### src/rtl/aes_key_expander.sv
// AES-128 key schedule: one round key per clock into an 11-entry register file, registered read port.
// Optional macro AES_KEYEXP_REVERSE_EN maps read index i to round key 10-i.
module aes_key_expander (
  input  logic         clk,
  input  logic         rst_n,
  input  logic         start,
  input  logic [0:127] key,
  output logic         busy,
  output logic         key_valid,
  input  logic [3:0]   rk_idx,
  output logic [0:127] round_key
);

  typedef enum logic [1:0] {IDLE, EXPAND, READY} state_t;

  localparam logic [0:2047] SBOX = {
    128'h637c777bf26b6fc53001672bfed7ab76, 128'hca82c97dfa5947f0add4a2af9ca472c0,
    128'hb7fd9326363ff7cc34a5e5f171d83115, 128'h04c723c31896059a071280e2eb27b275,
    128'h09832c1a1b6e5aa0523bd6b329e32f84, 128'h53d100ed20fcb15b6acbbe394a4c58cf,
    128'hd0efaafb434d338545f9027f503c9fa8, 128'h51a3408f929d38f5bcb6da2110fff3d2,
    128'hcd0c13ec5f974417c4a77e3d645d1973, 128'h60814fdc222a908846eeb814de5e0bdb,
    128'he0323a0a4906245cc2d3ac629195e479, 128'he7c8376d8dd54ea96c56f4ea657aae08,
    128'hba78252e1ca6b4c6e8dd741f4bbd8b8a, 128'h703eb5664803f60e613557b986c11d9e,
    128'he1f8981169d98e949b1e87e9ce5528df, 128'h8ca1890dbfe6426841992d0fb054bb16
  };

  function automatic logic [7:0] sbox(input logic [7:0] x);
    return SBOX[int'(x)*8 +: 8];
  endfunction

  function automatic logic [0:31] sub_word(input logic [0:31] w);
    return {sbox(w[0:7]), sbox(w[8:15]), sbox(w[16:23]), sbox(w[24:31])};
  endfunction

  function automatic logic [7:0] xtime(input logic [7:0] b);
    return {b[6:0], 1'b0} ^ (b[7] ? 8'h1b : 8'h00);
  endfunction

  state_t       state;
  logic [3:0]   cnt;
  logic [7:0]   rcon;
  logic [0:127] cur_key;
  logic [0:127] rk [0:10];

  logic [0:31]  w3, temp, n0, n1, n2, n3;
  logic [0:127] next_key;
  logic [3:0]   eff_idx;
  logic         eff_ok;

  // Round function: SubWord(RotWord(w3)) ^ Rcon feeds the xor chain w0'..w3'
  assign w3       = cur_key[96:127];
  assign temp     = sub_word({w3[8:31], w3[0:7]}) ^ {rcon, 24'h000000};
  assign n0       = cur_key[0:31]  ^ temp;
  assign n1       = cur_key[32:63] ^ n0;
  assign n2       = cur_key[64:95] ^ n1;
  assign n3       = w3             ^ n2;
  assign next_key = {n0, n1, n2, n3};

`ifdef AES_KEYEXP_REVERSE_EN
  assign eff_idx = 4'd10 - rk_idx;
`else
  assign eff_idx = rk_idx;
`endif
  // Validity is judged on the raw index so 11..15 return zero in both modes
  assign eff_ok = (rk_idx <= 4'd10);

  always_ff @(posedge clk or negedge rst_n) begin
    if (!rst_n) begin
      state     <= IDLE;
      busy      <= 1'b0;
      key_valid <= 1'b0;
      cnt       <= 4'd0;
      rcon      <= 8'h00;
      cur_key   <= '0;
      round_key <= '0;
      for (int i = 0; i < 11; i++) rk[i] <= '0;
    end else begin
      round_key <= (key_valid && eff_ok) ? rk[eff_idx] : '0;
      case (state)
        IDLE, READY: begin
          if (start) begin
            rk[0]     <= key;
            cur_key   <= key;
            cnt       <= 4'd1;
            rcon      <= 8'h01;
            busy      <= 1'b1;
            key_valid <= 1'b0;
            state     <= EXPAND;
          end
        end
        EXPAND: begin
          rk[cnt] <= next_key;
          cur_key <= next_key;
          rcon    <= xtime(rcon);
          cnt     <= cnt + 4'd1;
          if (cnt == 4'd10) begin
            busy      <= 1'b0;
            key_valid <= 1'b1;
            state     <= READY;
          end
        end
        default: state <= IDLE;
      endcase
    end
  end

endmodule

### config.mk
export PLATFORM = sky130hd
export DESIGN_NAME = aes_key_expander
export DESIGN_NICKNAME = d
export VERILOG_FILES = /design/src/rtl/aes_key_expander.sv
export SDC_FILE = /design/constraint.sdc
export NUM_CORES = 2
export LEC_CHECK = 0
export ABC_AREA = 1
export BUFFER_PORTS_ARGS = -buffer_cell sky130_fd_sc_hd__buf_2
export CAP_MARGIN = 20
export CORE_MARGIN = 2
export CORE_UTILIZATION = 29
export DETAILED_ROUTE_END_ITERATION = 7
export PLACE_DENSITY = 0.46
export RECOVER_POWER = 25
export SLEW_MARGIN = 10
export SYNTH_ARGS = -nofsm -noshare
export SYNTH_HDL_FRONTEND = slang
export SYNTH_SLANG_ARGS = --single-unit
### constraint.sdc
create_clock -name clk -period 4.12 [get_ports clk]
set_input_delay 0.412 -clock clk [delete_from_list [all_inputs] [get_ports clk]]
set_output_delay 0.412 -clock clk [all_outputs]
set_load 0.005 [all_outputs]
==> flow_summary.toml <==
[grt]
met3_usage_pct = 3.59
grt_use_met2_pct = 43.0
grt_busiest_layer = "met2"
grt_first_pass_wirelength_um = 620000
grt_antenna_before_repair = 21
grt.total_usage_pct = 27.4
grt_remaining_overflow = 0
grt_max_degree = 121
grt_pass1_vias = 83500
grt_util_met1_pct = 37.9

[pwr]
power.share.clock_pct = 16.5
p_sw_uw = 57000
pwr-share-comb_pct = 58.4
power_uw = 111000
p_per_area_nw_per_um2 = 1070
pwr-share-seq_pct = 25.1
p_int_uw = 54200
swShare_pct = 51.3
peakVddDrop_v = 0.000597
p_leak_uw = 0.0475

[clock_tree]
cts-root-buf = "clkbuf_16"
clkLatencyLatePin_ps = 900
numCtsBuffers = 201
htree_levels = 4
cts_num_sinks = 1680
cts_tree = "done"
clock_path_buffers = 4
clk_pin_slew_ps = 60

[timing]
clock-skew-final_ps = 56.3
holdWs_ps = 27.9
drv_slew = 65
setup_slack_ps = 163
fmax_mhz = 253
period_share_pct = 96.0
hold_viol_final = 0
min_period_ps = 3960
tightest_slew_ps = 3620
setup_viol = 0
rsz0062_at_grt = "false"
maxSlewHeadroom_pct = -142
fin_setup_tns_ps = 0

[routing]
wl_per_cell_um = 27.6
viasPerCell = 5.53
vias = 86300
wl_um = 430000
drt-initial-drc-count = 10200
ant_nets = 0
firstDrtPassIters = 6
remaining_drc_errors = 0

[yosys]
async_reset_ff_share_pct = 100
ys_warn_count = 0
synth_cells = 11200
syn-cell-area_um2 = 87500
synth_edf_count = 0
syn-num-nets = 11400
syn_area_per_cell_um2 = 7.80
yosys.area.top_type = "dfrtp_1"
synth_area_leaders = "dfrtp_1, nand2_1, nand3_1"
ys_types = 54
synth_ff_type = "dfrtp_1"
ys_ff_latch = 1680
yosysTopAreaCellShare_pct = 48.0
ys_seq_area_share_pct = 48.0

[placement]
dpl.hpwl_um = 286000
dpl_worst_slack_ps = 179
gp_congestion = 0.980
port_buffers = 264

[setup_path]
critPathKind = "reg2reg"
worstPathArrival_ps = 4720
crit_slowest_cell = "nand3_1"
crit_path_frequent_cell = "nand3_1"
required_ps = 4880
worst_setup_path_start_kind = "register"
critical_path.cell_chain = "inv_2 -> buf_4 -> ha_1 -> inv_1 -> nand2_1 -> buf_4 -> nand3_1 -> nand3_1 -> nand3_1 -> nand3_1 -> nand3_1 -> nand3b_2 -> nand2_4 -> nand2_2 -> nand2_2 -> nand2_2 -> nand2_2 -> nand2_1 -> nand3_1 -> nand3_1 -> o21ai_0"
worstSetupEndpointType = "register"
timing.critical_path.fanout_max = 12
max_stage_delay_ps = 410

[status]
violations = "max-capacitance violations, max-slew violations"
status = "complete, but fails checks"

[cells_and_area]
area_growth_pct = 18.5
drive_gt1_share_pct = 13.0
fin_util_pct = 34.6
nets = 11700

[floorplanning]
start_util_pct = 29.2
die_w_um = 553
core_area_um2 = 300000
ios = 265
die_h_um = 553
rows = 201
die-area_um2 = 306000

[hold_path]
hp-class = "in2reg"

[run]
cap_violations = 1
layer usage:
metal,share of wire (%),vias to the layer above
met5,0.013,-
met4,4.4,10
met3,6.7,647
met2,45,3697
met1,44,43200
li1,-,38700
registers in the layout (all words and copies together) (netlist names):
| signal | cells |
|---|---|
| state | 2 |
| cnt | 4 |
| rk | 1408 |
| busy | 1 |
| round_key | 128 |
| key_valid | 1 |
| rcon | 8 |
| cur_key | 128 |
cells by family after synthesis:
kind of cell / count (synthesis) / synth area share (%)
XOR/XNOR: 10 / 0.100
AO/OA/AOI/OAI: 2898 / 18.7
multiplexers: 32 / 0.366
buffers and inverters: 1571 / 7.26
AND/OR/NAND/NOR: 4972 / 24.7
flip-flops: 1680 / 48.0
adder cells (fa/ha/maj): 60 / 0.858
timing repair:
item / in CTS / in global routing
setup buffers: 0 / 0
gates resized for setup: 0 / 7
endpoints found under the hold margin: 151 / 0
setup endpoints to repair: 0 / 20
hold buffers: 64 / 0
Yosys cell counts (60+ instances only):
master	count
buf_1	101
nor2_1	721
o211ai_1	99
o221ai_1	94
clkbuf_1	664
nand2_2	70
o21ai_0	1397
o22ai_1	110
ha_1	60
dfrtp_1	1680
nand3_1	1512
a21oi_1	566
buf_2	110
a31oi_1	422
inv_1	596
or2_2	66
nand2_1	2450
metrics by stage:
| stage | instances | cell area [µm²] |
|---|---|---|
| final | 15600 | 104000 |
| after global routing | 15600 | 104000 |
| after CTS | 15600 | 104000 |
| after detailed placement | 15200 | 96400 |
| after global placement | 15200 | 96400 |
| after floorplan | 11200 | 87500 |
power groups by stage:
stage,combinational [µW],clock [µW],sequential [µW]
6_report,65000,18400,27900
5_1_grt,70000,19500,28700
4_1_cts,64200,18800,27800
3_5_place_dp,63900,0,28000
3_3_place_gp,63800,0,27700
2_1_floorplan,35000,0,26900
placed cells by master (no fill, tap or decap), types with 64 or more instances in the layout:
master and instances:
nor2_1 709, clkbuf_16 202, o211ai_1 99, o221ai_1 94, dfrtp_1 1675, inv_1 591
dlygate4sd3_1 64, a21oi_1 566, a31oi_1 422, nand2_2 70, nand2_1 2447, or2_2 66
o21ai_0 1392, buf_4 517, o22ai_1 110, buf_12 116, buf_2 260, nand3_1 1510
final timing paths:
| path | start | to | slack [ps] | depth (start not counted) |
|---|---|---|---|---|
| min in group asynchronous | rst_n | cur_key[110]$_DFFE_PN0P_ | 1320 | 2 |
| setup / recovery | cur_key[111]$_DFFE_PN0P_ | cur_key[97]$_DFFE_PN0P_ | 160 | 21 |
| max in group asynchronous | rst_n | round_key[50]$_DFF_PN0_ | 430 | 3 |
| hold / removal | key[36] | rk[1371]$_DFFE_PN0P_ | 30 | 5 |
| hold reg to reg | rk[976]$_DFFE_PN0P_ | rk[976]$_DFFE_PN0P_ | 480 | 2 |
| setup reg to reg | cur_key[111]$_DFFE_PN0P_ | cur_key[97]$_DFFE_PN0P_ | 160 | 21 |
area by class of cell:
cell class | count | area, µm²
Sequential cell | 1680 | 42000
Fill cell | 31600 | 196000
Antenna cell | 8 | 20.0
Clock buffer | 298 | 5900
Multi-Input combinational cell | 7972 | 39300
Timing Repair Buffer | 974 | 8260
Tap cell | 3958 | 4950
Inverter | 635 | 2450
Clock inverter | 64 | 833
critical path: cells and delay by family (launching register included):
| kind | cells | cell delay [ps] |
|---|---|---|
| compound gates | 1 | 80 |
| fa+ha+maj | 1 | 200 |
| buf+inv | 4 | 570 |
| flops | 1 | 380 |
| simple gates | 15 | 2560 |
No activity file was read; power rests on OpenSTA's default activity.
